`config.mk`:
```
export PLATFORM = sky130hd
export DESIGN_NAME = dpb_port_arbiter
export DESIGN_NICKNAME = d
export VERILOG_FILES = /design/src/rtl/dpb_port_arbiter.sv
export SDC_FILE = /design/constraint.sdc
export NUM_CORES = 1
export LEC_CHECK = 0
export CAP_MARGIN = 20
export CORE_MARGIN = 8
export CORE_UTILIZATION = 41
export DETAILED_ROUTE_END_ITERATION = 12
export GPL_TIMING_DRIVEN = 0
export PLACE_DENSITY = 0.87
export SLEW_MARGIN = 15
export SYNTH_ARGS = -nofsm -noshare
export SYNTH_HDL_FRONTEND = slang
export SYNTH_SLANG_ARGS = --single-unit
```
`constraint.sdc`:
```
create_clock -name clk -period 2.85 [get_ports clk]
set_clock_uncertainty 0.1 [all_clocks]
set_input_delay 0.4275 -clock clk [delete_from_list [all_inputs] [get_ports clk]]
set_output_delay 0.4275 -clock clk [all_outputs]
set_load 0.005 [all_outputs]
```
`src/rtl/dpb_port_arbiter.sv`:
```
// Two-requester arbiter for one single-port RAM.
// Each cycle, at most one requester's beat is passed straight through to the RAM.
// A requester can lock the port for a burst. A locked burst is forcibly released
// after BURST_MAX beats if the other requester is waiting.
// Read data returns one cycle after the grant. A tag bit routes it to the requester
// that issued the read.
module dpb_port_arbiter #(
    parameter int AW        = 13,
    parameter int DW        = 8,
    parameter int BURST_MAX = 16
) (
    input  logic          clk,
    input  logic          rst_n,
    input  logic          r0_req,
    input  logic          r0_we,
    input  logic          r0_lock,
    input  logic [AW-1:0] r0_addr,
    input  logic [DW-1:0] r0_wdata,
    input  logic          r1_req,
    input  logic          r1_we,
    input  logic          r1_lock,
    input  logic [AW-1:0] r1_addr,
    input  logic [DW-1:0] r1_wdata,
    output logic          r0_gnt,
    output logic          r1_gnt,
    output logic          r0_rvalid,
    output logic          r1_rvalid,
    output logic [DW-1:0] r0_rdata,
    output logic [DW-1:0] r1_rdata,
    output logic          ram_ce,
    output logic          ram_wre,
    output logic [AW-1:0] ram_ad,
    output logic [DW-1:0] ram_din,
    output logic          ram_oce,
    input  logic [DW-1:0] ram_dout
);

    typedef enum logic [1:0] {IDLE, OWN0, OWN1} state_t;

    // Last beat of a burst; the beat counter never exceeds this value.
    localparam logic [7:0] BC_TOP = 8'(BURST_MAX - 1);

    state_t        state, state_next;
    logic [7:0]    bc, bc_next;
    logic          last, last_next;
    logic          rd_pending, rd_tag;
    logic          gnt0_raw, gnt1_raw;
    logic          g0, g1, g_any, g_lock, g_other;
    logic [1:0]    rvalid_vec;
    logic [DW-1:0] rdata_vec [2];
    logic [DW-1:0] hold [2];

    // Grant selection: round-robin tie-break in IDLE; only the owner may be granted while a burst is locked.
    always_comb begin
        gnt0_raw = 1'b0;
        gnt1_raw = 1'b0;
        case (state)
            IDLE: begin
                if (r0_req && r1_req) begin
                    gnt0_raw = last;
                    gnt1_raw = ~last;
                end else begin
                    gnt0_raw = r0_req;
                    gnt1_raw = r1_req;
                end
            end
            OWN0:    gnt0_raw = r0_req;
            OWN1:    gnt1_raw = r1_req;
            default: ;
        endcase
    end

    // No beat can reach the RAM while reset is held.
    assign g0      = gnt0_raw & rst_n;
    assign g1      = gnt1_raw & rst_n;
    assign g_any   = g0 | g1;
    assign g_lock  = g0 ? r0_lock : r1_lock;
    assign g_other = g0 ? r1_req : r0_req;

    assign r0_gnt  = g0;
    assign r1_gnt  = g1;
    assign ram_ce  = g_any;
    assign ram_wre = g0 ? r0_we : (g1 ? r1_we : 1'b0);
    assign ram_ad  = g0 ? r0_addr : r1_addr;
    assign ram_din = g0 ? r0_wdata : r1_wdata;
    assign ram_oce = 1'b1;

    // Next state: take ownership on a locked beat; release on an unlocked beat or a forced release; count burst beats.
    always_comb begin
        state_next = state;
        bc_next    = bc;
        last_next  = last;
        if (g_any) begin
            last_next = g1;
            if (state == IDLE) begin
                if (g_lock) begin
                    state_next = g0 ? OWN0 : OWN1;
                    bc_next    = 8'd1;
                end
            end else if (!g_lock || (bc == BC_TOP && g_other)) begin
                state_next = IDLE;
                bc_next    = 8'd0;
            end else if (bc != BC_TOP) begin
                bc_next = bc + 8'd1;
            end
        end
    end

    // Register the arbitration state.
    always_ff @(posedge clk or negedge rst_n) begin
        if (!rst_n) begin
            state <= IDLE;
            bc    <= 8'd0;
            last  <= 1'b1;
        end else begin
            state <= state_next;
            bc    <= bc_next;
            last  <= last_next;
        end
    end

    // Track which requester owns the read whose data arrives on the next cycle.
    always_ff @(posedge clk or negedge rst_n) begin
        if (!rst_n) begin
            rd_pending <= 1'b0;
            rd_tag     <= 1'b0;
        end else begin
            rd_pending <= g_any & ~ram_wre;
            if (g_any && !ram_wre) rd_tag <= g1;
        end
    end

    genvar gi;
    generate
        for (gi = 0; gi < 2; gi++) begin : g_rd
            assign rvalid_vec[gi] = rd_pending & (rd_tag == 1'(gi));
            assign rdata_vec[gi]  = rvalid_vec[gi] ? ram_dout : hold[gi];

            // Keep the last returned word so rdata stays stable between reads.
            always_ff @(posedge clk or negedge rst_n) begin
                if (!rst_n)              hold[gi] <= '0;
                else if (rvalid_vec[gi]) hold[gi] <= ram_dout;
            end
        end
    endgenerate

    assign r0_rvalid = rvalid_vec[0];
    assign r1_rvalid = rvalid_vec[1];
    assign r0_rdata  = rdata_vec[0];
    assign r1_rdata  = rdata_vec[1];

endmodule
```
==> metrics.md, run 1 <==
| Metric | Value |
|---|---|
| Gpl congestion | `slightly below 0.9` |
| Crit-path cells | `nand2b_1 -> o211ai_4 -> buf_4 -> buf_4 -> nand2_1 -> clkdlybuf4s50_1` |
| DRT Wirelength | `approximately 6000 um` |
| Area of the multi-input gates | `around 940 um2` |
| First-pass GRT wire length | `~9400 um` |
| FILL cells | `a little under 300` |
| Switching Fraction | `29.5%` |
| Gr ovfl total | `0` |
| Clk sink count | `29` |
| Min Tclk post-route | `~2600 ps` |
| Final Cycle Share | `between 90% and 100%` |
| Worst-path clk slew | `~60 ps` |
| Syn nets | `256` |
| Clock latency on the worst-skew pair | `roughly 290 ps` |
| Reg area | `about 730 um2` |
| Synth Register Bits | `29` |
| Most frequent CP cell | `buf_4` |
| Status | `complete, no violations` |
| Worst path max stage delay | `between 500 and 600 ps` |
| Final net count | `roughly 370` |
| Crit path max fanout | `6` |
| Die ar. | `0.00651 mm2` |
| Rows | `23` |
| Non-filler cells, final | `roughly 360` |
| Crit. End Element | `output port` |
| Share of layout cells above drive strength 1 | `between 15 and 20%` |
| Drt pass-1 iters | `4` |
| CP arrival | `between 2000 and 2500 ps` |
| F_max | `approximately 0.38 GHz` |
| PD cells | `about 730 mW/mm2` |
| Post-synth EDFFs | `0` |
| Post-synthesis sequential area ratio | `42.4%` |
| Via count | `about 1800` |
| Buffers plus inverters on the worst setup path | `3` |
| DR vias/cell | `approximately 5.1` |
| RSZ-0062 raised after global routing | `no` |
| Power share of the clock group | `approximately a quarter` |
| R2R Path Start | `bc[0]$_DFFE_PN0P_` |
| Number of input and output port buffers inserted | `100` |
| Initial DRC Count | `69` |
| CP top delay family | `buffers and inverters` |
| Final Slew Violations | `0` |
| Area Overhead vs Synth | `74.7%` |
| Root buffer cell | `clkbuf_8` |
| Max_cap viols | `0` |
| CTS tree | `yes` |
| Boundary pin count | `between 100 and 150` |
| Netlist Area Pre-Place | `0.00172 mm2` |
| Post-DP HPWL | `between 4000 and 5000 um` |
| Syn. warnings | `0` |
| Remaining antenna violation count | `0` |
| Synth unique cells | `40` |
| Worst R2R Path Depth | `7` |
| Peak VDD IR | `0.406 mV` |
| Core footprint | `between 0.004 and 0.005 mm2` |
| R2R Path End | `bc[3]$_DFFE_PN0P_` |
| Clk buf depth | `2` |
| Final setup vio count | `0` |
| N_diodes | `0` |
| Post-route DRC violation count | `0` |
| Pint | `around 1500 uW` |
| Reg power frac | `a little under a third` |
| Total track usage | `around a fifth` |
| Slowest CP cell | `dfstp_2` |
| Sw power | `641 uW` |
| Largest net degree at the start of global routing | `29` |
| R2R setup slack | `between 700 and 800 ps` |
| Die Span Y | `between 80 and 90 um` |
| DP Cell Count | `around 350` |
| Vias in the first global route | `~1800` |
| Die Width | `approximately 81 um` |
| Wirelength per Cell | `between 15 and 20 um` |
| Startpoint Class | `flop` |
| Cells after Synth | `just under 200` |
| Initial antenna violation count | `0` |
| Ys flop type | `dfrtp_1` |
| Total CTS buffers | `5` |
| Util after Layout | `between 70% and 80%` |
| Post-Syn Area per Cell | `around 8.7 um2` |
| CP Class | `reg -> out` |
| Starting density of the core | `a little over two fifths` |
| Htree depth | `2` |
| LEAKAGE | `0.00137 uW` |
| CP required | `about 2300 ps` |
| Worst Hold Class | `in -> async` |
| Combinational group share of total power | `a little under half` |
| Asr flop ratio synth | `100%` |
| Final Hold Fails | `0` |
-- kinds of logic after synthesis --
kind of cell             Yosys count  share of synthesized area [%]
AO/OA/AOI/OAI                     34                           15.8
XOR/XNOR                           1                          0.511
adder cells (fa/ha/maj)            1                          0.729
buffers and inverters             13                           3.21
flip-flops                        29                           42.4
multiplexers                      17                           11.8
other                              1                          0.219
AND/OR/NAND/NOR                  101                           25.3
-- cells in the mapped netlist (2+ instances only) --
| library cell | number | area [um2] |
|---|---|---|
| o22a_1 | 2 | 17.5 |
| clkbuf_1 | 6 | 22.5 |
| and3_1 | 2 | 12.5 |
| a31oi_1 | 6 | 37.5 |
| inv_1 | 5 | 18.8 |
| dfrtp_1 | 28 | 701 |
| a21oi_1 | 5 | 25.0 |
| nand2b_1 | 2 | 12.5 |
| nand3_1 | 3 | 15.0 |
| o21ai_1 | 2 | 10.0 |
| nand2_1 | 78 | 293 |
| o21ai_0 | 2 | 10.0 |
| nor2_1 | 5 | 18.8 |
| mux2_2 | 16 | 180 |
| and2_1 | 2 | 12.5 |
| nand4b_1 | 2 | 17.5 |
| o31ai_1 | 2 | 15.0 |
| a22o_1 | 7 | 61.3 |
-- per-stage QoR --
| step | area (um2) | power (uW) | worst slack [ps] | TNS [ps] | hold WS [ps] |
|---|---|---|---|---|---|
| finish | 3000 | 2180 | 213 | 0 | 76.9 |
| global route | 3000 | 2310 | 121 | 0 | 68.1 |
| CTS | 2980 | 2190 | 14.1 | 0 | 64.6 |
| detailed placement | 2770 | 1640 | -354 | -5850 | 367 |
| global placement | 2780 | 1600 | -1310 | -36110 | 354 |
| floorplan | 1720 | 1070 | 925 | 0 | 31.9 |
-- area by class of cell --
| class | count | share of cell area, % |
|---|---|---|
| clock buffer | 5 | 2.30 |
| buffer | 7 | 1.50 |
| inverter | 6 | 0.835 |
| timing repair buffer | 106 | 35.4 |
| tap | 50 | 2.09 |
| sequential | 29 | 24.3 |
| multi-input combinational | 155 | 31.4 |
| clock inverter | 3 | 2.17 |
-- power by group through the flow --
stage | clock network [uW] | logic, uW | registers, uW
after floorplan | 0 | 427 | 647
after global placement | 0 | 936 | 662
after detailed placement | 0 | 963 | 679
after CTS | 522 | 989 | 675
after global routing | 541 | 1070 | 700
final | 517 | 982 | 678
-- cell usage in the layout, fill, tap and decap left out, drive strengths merged, types with 6 or more instances in the layout --
master,n
clkbuf,9
inv,6
a22o,7
nand2,78
buf,10
a31oi,6
clkdlybuf4s50,97
dfrtp,28
nor2,6
mux2,16
-- metal layers --
layer  share of wire [%]  GRT usage [%]  up-vias
met5                   0              0        -
met4                0.87           4.29        0
met3                 7.1           5.47        7
met2                  54           34.7       65
met1                  38           20.3      857
li1                    -              -      898
-- what timing repair did --
item,4_1_cts,5_1_grt
setup endpoints to repair,21,20
hold endpoints to repair,28,0
buffers inserted,4,1
pin swaps,1,1
hold buffers,1,0
gates resized for setup,11,4
-- worst reg2reg max path: cells and delay by family, from the launching register on --
family,cells,cell delay (ps)
flip-flops,1,420
AO/OA/AOI/OAI,3,720
adder cells (fa/ha/maj),1,240
buffers and inverters,1,170
AND/OR/NAND/NOR,2,360
-- worst max path at each step --
stage,startpoint,end,slack [ps],cells past startpoint
final,last$_DFFE_PN1P_,ram_ce,210,6
after CTS,r1_req,ram_din[6],10,7
after detailed placement,r0_req,ram_ad[11],-350,8
after floorplan,last$_DFFE_PN1P_,ram_ad[10],930,6
after global routing,last$_DFFE_PN1P_,ram_ce,120,6
after global placement,rst_n,ram_ad[11],-1310,7
-- flip-flops by register name (all words and copies together) (netlist names) --
signal and flops:
state 2, bc 8, rd_tag 1, last 1
rd_pending 1, hold 16
No activity file was read; power rests on OpenSTA's default activity.
==> inputs of run 2 (changes only) <==
--- a/config.mk
+++ b/config.mk
@@ -7,10 +7,11 @@
 export LEC_CHECK = 0
 export CAP_MARGIN = 20
 export CORE_MARGIN = 8
-export CORE_UTILIZATION = 41
+export CORE_UTILIZATION = 42
+export CTS_BUF_LIST = sky130_fd_sc_hd__clkbuf_8
 export DETAILED_ROUTE_END_ITERATION = 12
 export GPL_TIMING_DRIVEN = 0
-export PLACE_DENSITY = 0.87
+export PLACE_DENSITY = 0.89
 export SLEW_MARGIN = 15
 export SYNTH_ARGS = -nofsm -noshare
 export SYNTH_HDL_FRONTEND = slang
==> metrics.md, run 2 (synthesis results as in run 1) <==
| Metric | Value |
|---|---|
| GRT met3 Usage | `6.76% (was 5.47%)` |
| Slew @ Worst Pin | `~900 ps` |
| Final Cycle Share | `98.9% (was 92.5%)` |
| R2R setup slack | `800 ps (was 760 ps)` |
| F_max | `0.355 GHz (was 0.379 GHz)` |
| Most frequent cells in the layout | `96 x clkdlybuf4s50_1, 78 x nand2_1, 28 x dfrtp_1, 16 x mux2_2, 10 x buf_4 (was 97 x clkdlybuf4s50_1, 78 x nand2_1, 28 x dfrtp_1, 16 x mux2_2, 9 x buf_4)` |
| Largest net degree at the start of global routing | `20 (was 29)` |
| Clock latency on the worst-skew pair | `280 ps (was 290 ps)` |
| R2R Path End | `bc[3]$_DFFE_PN0P_ (unchanged)` |
| R2R Path Start | `bc[0]$_DFFE_PN0P_ (unchanged)` |
| Via count | `1903 (was 1827)` |
| CP Class | `in -> out (was reg -> out)` |
| Peak VDD IR | `0.368 mV (was 0.406 mV)` |
| Most Crowded Layer GR | `met2 (unchanged)` |
| Number of input and output port buffers inserted | `100 (unchanged)` |
| CP required | `2320 ps (about the same)` |
| Final setup vio count | `0 (unchanged)` |
| Setup ws final | `32.3 ps (was 213 ps)` |
| CP arrival | `2290 ps (was 2110 ps)` |
| Boundary pin count | `102 (unchanged)` |
| DR vias/cell | `5.21 (was 5.06)` |
| Wirelength per Cell | `16.9 um (was 16.3 um)` |
| Vias in the first global route | `1952 (was 1828)` |
| Slew margin rel. | `39.9%` |
| Min Tclk post-route | `2820 ps (was 2640 ps)` |
| Worst path max stage delay | `530 ps (was 550 ps)` |
| LEAKAGE | `0.00138 uW (was 0.00137 uW)` |
| Cell area after layout | `0.00297 mm2 (was 0.00300 mm2)` |
| Crit path max fanout | `10 (was 6)` |
| Area Overhead vs Synth | `73.4% (was 74.7%)` |
| DP Worst Slack | `-471 ps (was -354 ps)` |
| Post-route DRC violation count | `0 (unchanged)` |
| Initial DRC Count | `83 (was 69)` |
| Worst Hold Class | `in -> async (unchanged)` |
| Crit. End Element | `output port (unchanged)` |
| Starting density of the core | `43.2% (was 42.6%)` |
| Die Span Y | `79.9 um (was 80.7 um)` |
| Top Registers | `hold: 16 flops, bc: 8 flops, state: 2 flops (unchanged)` |
| Rows | `23 (unchanged)` |
| Initial antenna violation count | `0 (unchanged)` |
| CTS tree | `yes (unchanged)` |
| Crit-path cells | `clkdlybuf4s50_1 -> nand2b_1 -> o211ai_4 -> clkbuf_8 -> nand2_1 -> nand2_1 -> clkdlybuf4s50_1 (was nand2b_1 -> o211ai_4 -> buf_4 -> buf_4 -> nand2_1 -> clkdlybuf4s50_1)` |
| PD cells | `673 mW/mm2 (was 726 mW/mm2)` |
| Clk buf depth | `2 (unchanged)` |
| CP top delay family | `buffers and inverters (unchanged)` |
| Post-DP HPWL | `4660 um (was 4430 um)` |
| Buffers plus inverters on the worst setup path | `3 (unchanged)` |
| Gpl congestion | `0.828 (was 0.884)` |
| Slowest CP cell | `clkdlybuf4s50_1 (was dfstp_2)` |
| Core footprint | `0.00397 mm2 (was 0.00403 mm2)` |
| FILL cells | `261 (was 296)` |
| Biggest register | `hold (unchanged)` |
| Htree depth | `2 (unchanged)` |
| Met1 usage in global routing | `21.0% (was 20.3%)` |
| Die ar. | `0.00639 mm2 (was 0.00651 mm2)` |
| Share of layout cells above drive strength 1 | `15.2% (was 15.1%)` |
| Worst-path clk slew | `60 ps (about the same)` |
| Drt pass-1 iters | `4 (unchanged)` |
| Gr ovfl total | `0 (unchanged)` |
| Status | `complete, no violations (unchanged)` |
| Total track usage | `19.4% (was 18.8%)` |
| Final setup TNS | `0 ps (unchanged)` |
| First-pass GRT wire length | `9800 um (was 9420 um)` |
| Startpoint Class | `input pin (was flop)` |
| Clk sink count | `29 (unchanged)` |
| GR Util met2 | `34.0% (was 34.7%)` |
| Placed cell areas | `0.00277 mm2 (unchanged)` |
| RSZ-0062 raised after global routing | `yes (was no)` |
| Root buffer cell | `clkbuf_8 (unchanged)` |
| Total CTS buffers | `5 (unchanged)` |
| Max FFs per register | `16 (unchanged)` |
| Final net count | `373 (was 369)` |
| DRT Wirelength | `6170 um (was 5880 um)` |
| Max_cap viols | `0 (unchanged)` |
| Final Hold Fails | `0 (unchanged)` |
| Commonest non-fill, non-tap cell in the layout | `clkdlybuf4s50_1 (unchanged)` |
| N_diodes | `0 (unchanged)` |
| Final Slew Violations | `0 (unchanged)` |
| Die Width | `79.9 um (was 80.7 um)` |
| Remaining antenna violation count | `0 (unchanged)` |
| Worst R2R Path Depth | `7 (unchanged)` |
==> run 2: metal layers <==
| metal | routed length [um] | vias up |
|---|---|---|
| met5 | 0 | - |
| met4 | 126 | 0 |
| met3 | 561 | 13 |
| met2 | 3090 | 84 |
| met1 | 2390 | 898 |
| li1 | - | 908 |
==> run 2: final cells by class <==
type / count / area [um2] / area share, %
repair buffers: 110 / 1080 / 36.4
multi-input cells: 155 / 942 / 31.7
flip-flops and latches: 29 / 727 / 24.4
clock buffers: 5 / 68.8 / 2.31
well taps: 50 / 62.6 / 2.10
plain buffers: 7 / 52.6 / 1.77
inverters: 6 / 25.0 / 0.841
clock inverters: 3 / 13.8 / 0.463
==> run 2: stage by stage <==
step,total power (uW),instances,hold slack (ps),utilization [%]
after floorplan,1070,197,31.9,-
after global placement,1610,347,353,70.0
after global routing,2130,365,53.2,74.9
after CTS,2000,363,53.2,74.3
after detailed placement,1650,347,357,69.8
final,2000,365,64.0,74.9
==> run 2: how the worst max path moves through the flow <==
stage                                 from  slack [ps]          to  cells past startpoint
final                               r1_req          30   ram_ad[9]                      7
after global routing                r1_req         -20   ram_ad[9]                      7
after CTS                           r1_req          -4     ram_wre                      7
after detailed placement            r0_req        -470   ram_ad[9]                      8
after global placement               rst_n       -1410   ram_ad[9]                      7
after floorplan           last$_DFFE_PN1P_         930  ram_ad[10]                      6
==> run 2: timing repair <==
action,in CTS,in global routing
resized for setup,12,5
endpoints found under the hold margin,9,0
buffers inserted,6,2
pin swaps,1,1
hold buffers,2,0
setup endpoints to repair,22,20
==> run 2: report_power, final <==
| part | switching (uW) | internal (uW) |
|---|---|---|
| Sequential | 91.9 | 581 |
| Clock | 156 | 165 |
| Combinational | 392 | 617 |
==> inputs of run 3 (changes only) <==
--- a/config.mk
+++ b/config.mk
@@ -7,11 +7,12 @@
 export LEC_CHECK = 0
 export CAP_MARGIN = 20
 export CORE_MARGIN = 8
-export CORE_UTILIZATION = 42
+export CORE_UTILIZATION = 39
 export CTS_BUF_LIST = sky130_fd_sc_hd__clkbuf_8
 export DETAILED_ROUTE_END_ITERATION = 12
 export GPL_TIMING_DRIVEN = 0
-export PLACE_DENSITY = 0.89
+export PLACE_DENSITY = 0.83
+export SKIP_LAST_GASP = 1
 export SLEW_MARGIN = 15
 export SYNTH_ARGS = -nofsm -noshare
 export SYNTH_HDL_FRONTEND = slang
==> constraint.sdc (replaced) <==
create_clock -name clk -period 3.2 [get_ports clk]
set_clock_uncertainty 0.1 [all_clocks]
set_input_delay 0.48 -clock clk [delete_from_list [all_inputs] [get_ports clk]]
set_output_delay 0.48 -clock clk [all_outputs]
set_load 0.005 [all_outputs]
==> metrics.md, run 3 (synthesis results as in run 1) <==
| Metric | Value |
|---|---|
| Area Overhead vs Synth | `72.0% (was 73.4%)` |
| Core footprint | `0.00429 mm2 (was 0.00397 mm2)` |
| Largest net degree at the start of global routing | `37 (was 20)` |
| DR vias/cell | `4.92 (was 5.21)` |
| F_max | `around 0.33 GHz` |
| Peak VDD IR | `0.417 mV (was 0.368 mV)` |
| Total Power | `1920 uW (was 2000 uW)` |
| Commonest non-fill, non-tap cell in the layout | `clkdlybuf4s50_1 (unchanged)` |
| Via count | `1775 (was 1903)` |
| DRT Wirelength | `5790 um (was 6170 um)` |
| CP top delay family | `buffers and inverters (unchanged)` |
| Starting density of the core | `39.9% (was 43.2%)` |
| Top Registers | `hold: 16 flops, bc: 8 flops, state: 2 flops (unchanged)` |
| Biggest register | `hold (unchanged)` |
| Total CTS buffers | `5 (unchanged)` |
| Crit path max fanout | `10 (unchanged)` |
| PD cells | `649 mW/mm2 (was 673 mW/mm2)` |
| Crit-path cells | `clkdlybuf4s50_1 -> nand2b_1 -> o211ai_4 -> clkbuf_2 -> nand2_1 -> nand2_1 -> clkdlybuf4s50_1 (was clkdlybuf4s50_1 -> nand2b_1 -> o211ai_4 -> clkbuf_8 -> nand2_1 -> nand2_1 -> clkdlybuf4s50_1)` |
| R2R setup slack | `1120 ps (was 800 ps)` |
| Number of input and output port buffers inserted | `100 (unchanged)` |
| Initial antenna violation count | `0 (unchanged)` |
| Drt pass-1 iters | `4 (unchanged)` |
| Max FFs per register | `16 (unchanged)` |
| Boundary pin count | `102 (unchanged)` |
| RSZ-0062 raised after global routing | `no (was yes)` |
| Final Cycle Share | `94.6%` |
| Final Hold Fails | `0 (unchanged)` |
| Gpl congestion | `0.817 (was 0.828)` |
| Buffers plus inverters on the worst setup path | `3 (unchanged)` |
| Worst setup path start | `r1_req (unchanged)` |
| Gr ovfl total | `0 (unchanged)` |
| Worst-path clk slew | `60 ps (about the same)` |
| Critical path capture point | `ram_din[3] (was ram_ad[9])` |
| Die Width | `82.3 um (was 79.9 um)` |
| R2R Path End | `bc[3]$_DFFE_PN0P_ (unchanged)` |
| Die ar. | `0.00678 mm2 (was 0.00639 mm2)` |
| First-pass GRT wire length | `8890 um (was 9800 um)` |
| Slowest CP cell | `clkdlybuf4s50_1 (unchanged)` |
| Crit. End Element | `output port (unchanged)` |
| Post-route DRC violation count | `0 (unchanged)` |
| Status | `complete, no violations (unchanged)` |
| Remaining antenna violation count | `0 (unchanged)` |
| Final net count | `367 (was 373)` |
| Min Tclk post-route | `between 3000 and 4000 ps` |
| CTS Hold Bufs | `0 (was 2)` |
| Post-DP HPWL | `4600 um (was 4660 um)` |
| CP Class | `in -> out (unchanged)` |
| Initial DRC Count | `40 (was 83)` |
| Rows | `24 (was 23)` |
| Clk sink count | `29 (unchanged)` |
| Final Slew Violations | `0 (unchanged)` |
| R2R Path Start | `bc[0]$_DFFE_PN0P_ (unchanged)` |
| Setup ws final | `173 ps (was 32.3 ps)` |
| Max_cap viols | `0 (unchanged)` |
| Htree depth | `2 (unchanged)` |
| Wirelength per Cell | `16.0 um (was 16.9 um)` |
| Startpoint Class | `input pin (unchanged)` |
| LEAKAGE | `0.00133 uW (was 0.00138 uW)` |
| Share of layout cells above drive strength 1 | `14.2% (was 15.2%)` |
| Cell area after layout | `0.00295 mm2 (was 0.00297 mm2)` |
| Most frequent cells in the layout | `99 x clkdlybuf4s50_1, 78 x nand2_1, 28 x dfrtp_1, 16 x mux2_2, 7 x a22o_1 (was 96 x clkdlybuf4s50_1, 78 x nand2_1, 28 x dfrtp_1, 16 x mux2_2, 10 x buf_4)` |
| Worst path depth | `7 (unchanged)` |
| Vias in the first global route | `1824 (was 1952)` |
| Final setup vio count | `0 (unchanged)` |
| Die Span Y | `82.3 um (was 79.9 um)` |
| Root buffer cell | `clkbuf_8 (unchanged)` |
| Clk buf depth | `2 (unchanged)` |
| CP required | `2620 ps (was 2320 ps)` |
| Clock latency on the worst-skew pair | `280 ps (about the same)` |
| Worst R2R Path Depth | `7 (unchanged)` |
| N_diodes | `0 (unchanged)` |
| Final hold slack | `75.1 ps (was 64.0 ps)` |
| Placed cell areas | `0.00278 mm2 (was 0.00277 mm2)` |
| CTS tree | `yes (unchanged)` |
| Worst Hold Class | `in -> async (unchanged)` |
| Total track usage | `16.9% (was 19.4%)` |
| CP arrival | `2450 ps (was 2290 ps)` |
| Worst path max stage delay | `540 ps (was 530 ps)` |
| DP Worst Slack | `-105 ps (was -471 ps)` |
run 3: cell count changes in the layout (fill, tap and decap cells not counted), moves of 2 or more:
cell / change
clkbuf_2: +2
bufinv_16: +2
buf_4: -5
dlygate4sd3_1: -2
clkdlybuf4s50_1: +3
dlymetal6s2s_1: -2
run 3: layer usage:
layer / wire length [um] / vias up / GRT usage [%]
met5: 0 / - / 0
met4: 141 / 0 / 6.84
met3: 377 / 13 / 4.44
met2: 3080 / 58 / 29.3
met1: 2190 / 807 / 19.1
li1: - / 897 / -
run 3: how the worst min path moves through the flow:
stage	start	depth (start not counted)	endpoint	slack, ps
2_1_floorplan	rst_n	0	bc[0]$_DFFE_PN0P_	80
6_report	rst_n	1	hold[2]$_DFF_PN0_	80
3_5_place_dp	last$_DFFE_PN1P_	2	last$_DFFE_PN1P_	370
3_3_place_gp	last$_DFFE_PN1P_	2	last$_DFFE_PN1P_	350
5_1_grt	rst_n	1	hold[2]$_DFF_PN0_	100
4_1_cts	rst_n	1	bc[2]$_DFFE_PN0P_	200
run 3: layout make-up:
class / count / area [um2]
Buffer: 7 / 37.5
Inverter: 6 / 25.0
Clock buffer: 5 / 68.8
Clock inverter: 3 / 65.1
Sequential cell: 29 / 727
Tap cell: 52 / 65.1
Fill cell: 370 / 1340
Multi-Input combinational cell: 155 / 933
Timing Repair Buffer: 104 / 1030
run 3: worst register-to-register path, delay by kind of cell (launching register included):
family / cells / cell delay [ps]
AOI/OAI and AO/OA: 3 / 720
adders and majority gates: 1 / 240
buffers and inverters: 1 / 170
DFF: 1 / 420
and+or+nand+nor: 2 / 360
run 3: power by group:
group,switching (uW),leakage [uW],internal [uW]
combinational,327,0.000915,533
sequential,78.5,0.000352,517
clock,151,0.0000681,309
total,556,0.00133,1360
run 3: repair_timing:
item	in CTS	in global routing
resized for setup	4	4
pin swaps	0	1
gates cloned	0	0
setup buffers	0	4
endpoints found under the setup margin	19	20
run 3: through the flow:
stage	std cells	setup TNS (ps)	util, %
CTS	357	0	67.9
global placement	349	-27170	64.8
floorplan	197	0	-
global route	361	0	68.7
detailed placement	349	-1520	64.7
finish	361	0	68.7
